==> src/rtl/adder8_reg.sv <==
// Registered WIDTH-bit adder with carry-in, carry-out and two's-complement overflow.
// Carries come from 4-bit lookahead groups whose group carries ripple between groups.
module adder8_reg #(
  parameter int WIDTH = 8
) (
  input  logic             clk,
  input  logic             rst,
  input  logic [WIDTH-1:0] a,
  input  logic [WIDTH-1:0] b,
  input  logic             cin,
  output logic [WIDTH-1:0] sum,
  output logic             cout,
  output logic             ovf
);

  localparam int NGROUPS = WIDTH / 4;

  logic [WIDTH-1:0] g;
  logic [WIDTH-1:0] p;
  logic [WIDTH:0]   c;
  logic [WIDTH-1:0] sum_next;
  logic             ovf_next;

  assign g    = a & b;
  assign p    = a ^ b;
  assign c[0] = cin;

  // Each group resolves its internal carries from its own carry-in only
  for (genvar k = 0; k < NGROUPS; k++) begin : grp
    localparam int B = 4 * k;
    logic ci;
    assign ci = c[B];

    assign c[B+1] = g[B] | (p[B] & ci);
    assign c[B+2] = g[B+1] | (p[B+1] & g[B]) | (p[B+1] & p[B] & ci);
    assign c[B+3] = g[B+2] | (p[B+2] & g[B+1]) | (p[B+2] & p[B+1] & g[B])
                  | (p[B+2] & p[B+1] & p[B] & ci);
    assign c[B+4] = g[B+3] | (p[B+3] & g[B+2]) | (p[B+3] & p[B+2] & g[B+1])
                  | (p[B+3] & p[B+2] & p[B+1] & g[B])
                  | (p[B+3] & p[B+2] & p[B+1] & p[B] & ci);
  end

  assign sum_next = p ^ c[WIDTH-1:0];
  assign ovf_next = (a[WIDTH-1] == b[WIDTH-1]) && (sum_next[WIDTH-1] != a[WIDTH-1]);

  always_ff @(posedge clk) begin
    if (rst) begin
      sum  <= '0;
      cout <= 1'b0;
      ovf  <= 1'b0;
    end else begin
      sum  <= sum_next;
      cout <= c[WIDTH];
      ovf  <= ovf_next;
    end
  end

endmodule

==> config.mk <==
export PLATFORM = sky130hd
export DESIGN_NAME = adder8_reg
export DESIGN_NICKNAME = d
export VERILOG_FILES = /design/src/rtl/adder8_reg.sv
export SDC_FILE = /design/constraint.sdc
export NUM_CORES = 1
export LEC_CHECK = 0
export CORE_UTILIZATION = 50
export DETAILED_ROUTE_END_ITERATION = 12
export DONT_BUFFER_PORTS = 1
export PLACE_DENSITY = 0.68
export SETUP_SLACK_MARGIN = 0.4
export SYNTH_ARGS = -nofsm -noshare
export SYNTH_HDL_FRONTEND = slang
export SYNTH_SLANG_ARGS = --single-unit
==> constraint.sdc <==
create_clock -name clk -period 3.2 [get_ports clk]
set_input_delay 0.64 -clock clk [delete_from_list [all_inputs] [get_ports clk]]
set_output_delay 0.64 -clock clk [all_outputs]
set_load 0.03 [all_outputs]
After elaboration in Yosys (flattened, before gate mapping)
Cells that the tools add are included.
Widths: inputs -> output; s select.
- register bits: 10
- input port bits: 19
- word-level logic and storage cells: 61
- equality and inequality tests: 2
- bitwise operators: 55
- reduce and logical (&&, ||, !) cells: 1
- operators by type and width (operator ; count):
    $and 1x1->1 ; 32
    $or 1x1->1 ; 20
    $xor 8x8->8 ; 2
    $and 8x8->8 ; 1
    $eq 1x1->1 ; 1
    $logic_and 1x1->1 ; 1
    $ne 1x1->1 ; 1

Depth between registers and ports, before layout
Gate-level depths: netlist (run 1).
- depth in word-level cells: 11
- depth in mapped cells: 7
- gate-level depth less buffers: 7

Worst setup path before layout (run 1)
Ideal clock, no wire load.
- path type: in2reg
- start: input port a[0]
- end: register sum[5]
- library setup time: 115 ps
- data arrival time: 2092 ps
- required time: 3085 ps
- path slack: 993 ps
- stages on the path: 7
- path buffers: 0
- path through: ha_1 -> a211oi_2 -> o21bai_1 -> a21o_1 -> fa_1 -> xnor2_1 -> nor2_1
- longest elaborated chain between the ends: 7
- RTL lines (item ; line ; RTL):
    from (decl) ; 8 ; input logic [WIDTH-1:0] a,
    $and 8x8->8 or $xor 8x8->8 (tied branches) ; 24, 25 ;
    $and 1x1->1, on equally long branches ; 39, 40 ;
    $or 1x1->1 or $and 1x1->1 (tied branches) ; 39, 40 ;
    $or 1x1->1 (*) ; 40 ; | (p[B+3] & p[B+2] & p[B+1] & p[B] & ci);
    $and 1x1->1 (*) ; 34 ; assign c[B+1] = g[B] | (p[B] & ci);
    $or 1x1->1 (*) ; 34 ;
    $xor 8x8->8 (*) ; 43 ; assign sum_next = p ^ c[WIDTH-1:0];
    to (signal assigned) ; 52 ; sum <= sum_next;
    to (decl) ; 11 ; output logic [WIDTH-1:0] sum,
Every way passes the cells marked *; elsewhere a longest branch is shown, timed or not.
A chain may end at the register's enable or synchronous reset.

Worst setup path in the final report (run 1)
Same ends and word-level chain as after synthesis.

==> impl_metrics.tcl, run 1 <==
set metrics [dict create \
    status "finished, final reports clean" \
    ys_top_cells_by_area "dfxtp_1, ha_1, fa_1" \
    yosys_warnings 0 \
    first_pass_iters 4 \
    drv_cap 0 \
    synthTopCellsByCount "dfxtp_1, nor2_1, ha_1, inv_1, nor3_1" \
    rsz0062_at_grt "false" \
    via_count 505 \
    port_buffers 0 \
    gp_congestion 0.800 \
    layout_min_cycle_time_ns 2.01 \
    cp_data_arrival_time_ns 2.17 \
    yosysTopAreaCellShare_pct 30.6 \
    overflow 0 \
    finalSetupTns_ns 0 \
    leakagePower_uw 0.000301 \
    tightest_slew_ns 0.317 \
    fp-row-count 12 \
    cp_cell_sequence "ha_1 > a211oi_2 > o21bai_1 > a21o_1 > fa_1 > xnor2_1 > nor2_1" \
    die_area_um2 1460 \
    fillers 110 \
    cts.htree.levels 1 \
    final_hold_viol_count 0 \
    dp.cells 83 \
    instances_no_fill 87 \
    postCtsSetupRepairBufs 0 \
    diodes 0 \
    crit_path_top_delay_cell "fa_1" \
    layout-drive-gt1-share_pct 13.7 \
    clockBufferDepth 2 \
    setup_viol 0 \
    cts.reportedPaths.clkPinSlew_ns 0.07 \
    cts_buffers 3 \
    finalMaxSlewViolations 0 \
    cts_root_buf "clkbuf_4" \
    critical_path_required_ns 3.36 \
    worst-setup-path-type "primary input to register" \
    dieWidth_um 38.2 \
    ctsHoldBuffers 0 \
    fin_nets 103 \
    cellPowerDensity_nw_per_um2 530 \
    start_util_pct 56.6 \
    drc_errors 0 \
    grt_antenna_before_repair 0 \
    ys_ff_latch 10 \
    worstHoldPathType "primary input to register" \
    drtAntennaViolNets 0 \
    grt_max_degree 13 \
    clkSinkCount 10 \
    wl_per_cell_um 13.0 \
    synth_top_area_cell "dfxtp_1" \
    grt_pass1_vias 409 \
    cpPeakStageDelay_ns 0.37 \
    ir_drop_mv 0.210 \
    async_flop_share_pct 0 \
    cts_resized 0 \
    cts_tree "done" \
    syn-cell-area_um2 654 \
    vias_per_cell 5.80 \
    design.portCount 29 \
    seq_area_frac_synth_pct 30.6 \
    synth_cell_types 30 \
    grt_pass1_wl_mm 1.73 \
    synth_cells 70 \
    relSlewSlack_pct 78.8 \
    die_h_um 38.2 \
    crit_fanout 3 \
    area_growth_pct 6.50 \
    max_freq_ghz 0.497 \
    ys.flop_type "dfxtp_1" \
    min_period_over_period_pct 62.8 \
    crit_path_end_kind "register" \
    drtIter0Drc 10 \
    dp_hpwl_um 895 \
    wirelength_mm 1.13 \
    syn_nets 99 \
    core_area_um2 1160 \
    grt_use_total_pct 17.9 \
    synth_edf_count 0 \
    avgSynthCellArea_um2 9.35 \
    critPathLaunchType "primary input" \
]
-- final timing paths --
kind | start | endpoint | depth (start not counted) | slack [ns]
worst min-delay path | rst | sum[0] | 1 | 0.43
worst max-delay path | a[0] | sum[5] | 7 | 1.19
-- kinds of logic (layout without fill, tap and decap cells) --
family	count (synthesis)	count (layout)	synth area share [%]
XOR/XNOR	3	3	4.02
AO/OA/AOI/OAI	17	17	19.5
multiplexers	1	1	1.53
flip-flops	10	10	30.6
buffers and inverters	5	8	4.01
adder cells (fa/ha/maj)	10	10	21.4
AND/OR/NAND/NOR	24	24	18.9
-- critical path: cells and delay by family --
family,cells,cell delay (ns)
AO/OA/AOI/OAI,3,0.65
XOR/XNOR,1,0.17
adder cells (fa/ha/maj),2,0.67
AND/OR/NAND/NOR,1,0.05
-- per-layer routing --
layer  wire length [µm]  global-route usage (%)  vias up
li1                   -                       -      265
met1                565                    25.6      209
met2                457                    22.5       29
met3                 88                    5.81        2
met4                 20                    10.7        0
met5                  0                       0        -
-- registers in the layout (all words and copies together) (netlist names) --
| name | cells |
|---|---|
| sum | 8 |
| cout | 1 |
| ovf | 1 |
-- per-stage QoR --
stage          util [%]  area, µm²  power (µW)  setup slack (ns)  hold slack (ns)
2_1_floorplan         -        654         248             0.993            0.824
3_3_place_gp       57.1        661         258             0.954            0.710
3_5_place_dp       57.1        661         259             0.906            0.711
4_1_cts            60.3        697         374              1.19            0.424
5_1_grt            60.3        697         393              1.09            0.419
6_report           60.3        697         369              1.19            0.434
-- power breakdown --
group          switching [µW]  total (µW)  internal [µW]  leakage [µW]
Combinational            40.9        77.3           36.4      0.000197
Sequential               37.5         178            141     0.0000833
Clock                    44.7         114           69.0     0.0000210
Total                     123         369            246      0.000301
-- layout make-up --
type,instances,area (µm²),area share [%]
Multi-Input combinational cell,55,428,61.4
Sequential cell,10,200,28.7
Clock buffer,4,36.3,5.21
Tap cell,14,17.5,2.51
Inverter,4,15.0,2.15
-- placed cells by master, fill, tap and decap left out, drive strengths merged --
| master | count |
|---|---|
| nor2 | 11 |
| dfxtp | 10 |
| ha | 8 |
| inv | 4 |
| nor3 | 4 |
| clkbuf | 4 |
| o21ai | 4 |
| a21oi | 3 |
| a21o | 3 |
| xnor2 | 2 |
| nand3 | 2 |
| nor4b | 2 |
| a311o | 2 |
| fa | 2 |
| a211oi | 2 |
| o21bai | 1 |
| nor2b | 1 |
| xor2 | 1 |
| or2 | 1 |
| nand2 | 1 |
| mux2i | 1 |
| a311oi | 1 |
| nand3b | 1 |
| nand4b | 1 |
| o211ai | 1 |
Power figures use the tool's default switching activity.
==> inputs of run 2 (changes only) <==
- clock period: 3.2 -> 1.99 ns (I/O delays scaled with it)
==> impl_metrics.tcl, run 2 (synthesized netlist as in run 1, its figures left out) <==
set metrics [dict create \
    overflow 0 \
    seq_power_share_pct 46.3 \
    swShare_pct 33.2 \
    seqCellArea_um2 200 \
    first_pass_iters 4 \
    via_count 547 \
    drtAntennaViolNets 0 \
    port_buffers 0 \
    ctsHoldBuffers 0 \
    crit_fanout 3 \
    finalMaxSlewViolations 0 \
    dp_hpwl_um 922 \
    relSlewSlack_pct 80.0 \
    multiInputGateArea_um2 472 \
    instances_no_fill 89 \
    power.total_uw 618 \
    crit_path_end_kind "register" \
    vias_per_cell 6.15 \
    clkSinkCount 10 \
    gp_congestion 0.775 \
    design.portCount 29 \
    cp_data_arrival_time_ns 1.78 \
    core_area_um2 1160 \
    cts.htree.levels 1 \
    clockBufferDepth 2 \
    fin_nets 105 \
    die_h_um 38.2 \
    layout_min_cycle_time_ns 1.58 \
    dp.cells 84 \
    intPower_uw 413 \
    wl_per_cell_um 13.6 \
    final_cell_mix "nor2_1, dfxtp_1, ha_1" \
    fillers 109 \
    grt_antenna_before_repair 0 \
    drv_cap 0 \
    final_hold_viol_count 0 \
    holdWs_ns 0.198 \
    drc_errors 0 \
    dieWidth_um 38.2 \
    design_area_um2 756 \
    grt_pass1_vias 459 \
    cts.reportedPaths.clkPinSlew_ns 0.07 \
    finalSetupTns_ns 0 \
    leakagePower_uw 0.000318 \
    min_period_over_period_pct 79.4 \
    cellPowerDensity_nw_per_um2 818 \
    grt_pass1_wl_mm 1.94 \
    area_growth_pct 15.5 \
    die_area_um2 1460 \
    critPathLaunchType "primary input" \
    cts_buffers 3 \
    p_switching_uw 205 \
    ir_drop_mv 0.372 \
    tightest_slew_ns 0.300 \
    status "finished, final reports clean" \
    drtIter0Drc 9 \
    grt_use_total_pct 19.9 \
    layout-drive-gt1-share_pct 22.7 \
    clkPwrFrac_pct 29.3 \
    worst-setup-path-type "primary input to register" \
    fp-row-count 12 \
    start_util_pct 56.6 \
    grt_max_degree 13 \
    reg_top3 "sum (8), cout (1), ovf (1)" \
    rsz0062_at_grt "true" \
    worstHoldPathType "primary input to register" \
    critical_path_required_ns 2.19 \
    placed_area_um2 697 \
    max_freq_ghz 0.633 \
    cts_root_buf "clkbuf_4" \
    diodes 0 \
    largest_reg_flops 8 \
    wirelength_mm 1.21 \
    largest_register "sum" \
    cts_tree "done" \
    combPwrFrac_pct 24.3 \
    setup_viol 0 \
]
run 2: final timing paths:
kind,cells past startpoint,end,slack (ns),startpoint
worst min-delay path,1,sum[5],0.20,rst
worst max-delay path,6,sum[4],0.41,a[1]
run 2: power by group through the flow:
stage | Clock [µW] | Combinational, µW | Sequential (µW)
detailed placement | 0 | 137 | 292
global route | 200 | 169 | 289
global placement | 0 | 135 | 292
CTS | 186 | 142 | 287
finish | 181 | 150 | 287
floorplan | 0 | 118 | 290
run 2: area by class of cell:
class,count,area share [%]
clock buffers,4,4.80
inverters,4,1.99
multi-input cells,55,62.4
flip-flops and latches,10,26.5
well taps,14,2.32
repair buffers,2,1.99
run 2: what timing repair did:
item                                    CTS  global route
pin swaps                                 2             1
gates resized for setup                   0             2
buffers inserted                          1             0
endpoints found under the setup margin    1             2
run 2: per-stage QoR:
step                setup slack (ns)  utilization, %
floorplan                      0.140               -
global placement               0.144            60.3
detailed placement             0.111            60.3
CTS                            0.417            64.1
global route                   0.366            65.4
finish                         0.411            65.4
run 2: layer usage:
layer	vias to the layer above	track usage, %	wire (µm)
li1	263	-	-
met1	251	28.0	574
met2	31	26.7	511
met3	2	5.81	107
met4	0	10.7	17
met5	-	0	0
run 2: worst max-delay path, cell delays in order:
cell and delay (ns):
ha_2 0.30, o21ai_4 0.16, o21bai_1 0.12, a21o_1 0.18
fa_2 0.51, nor2b_1 0.12
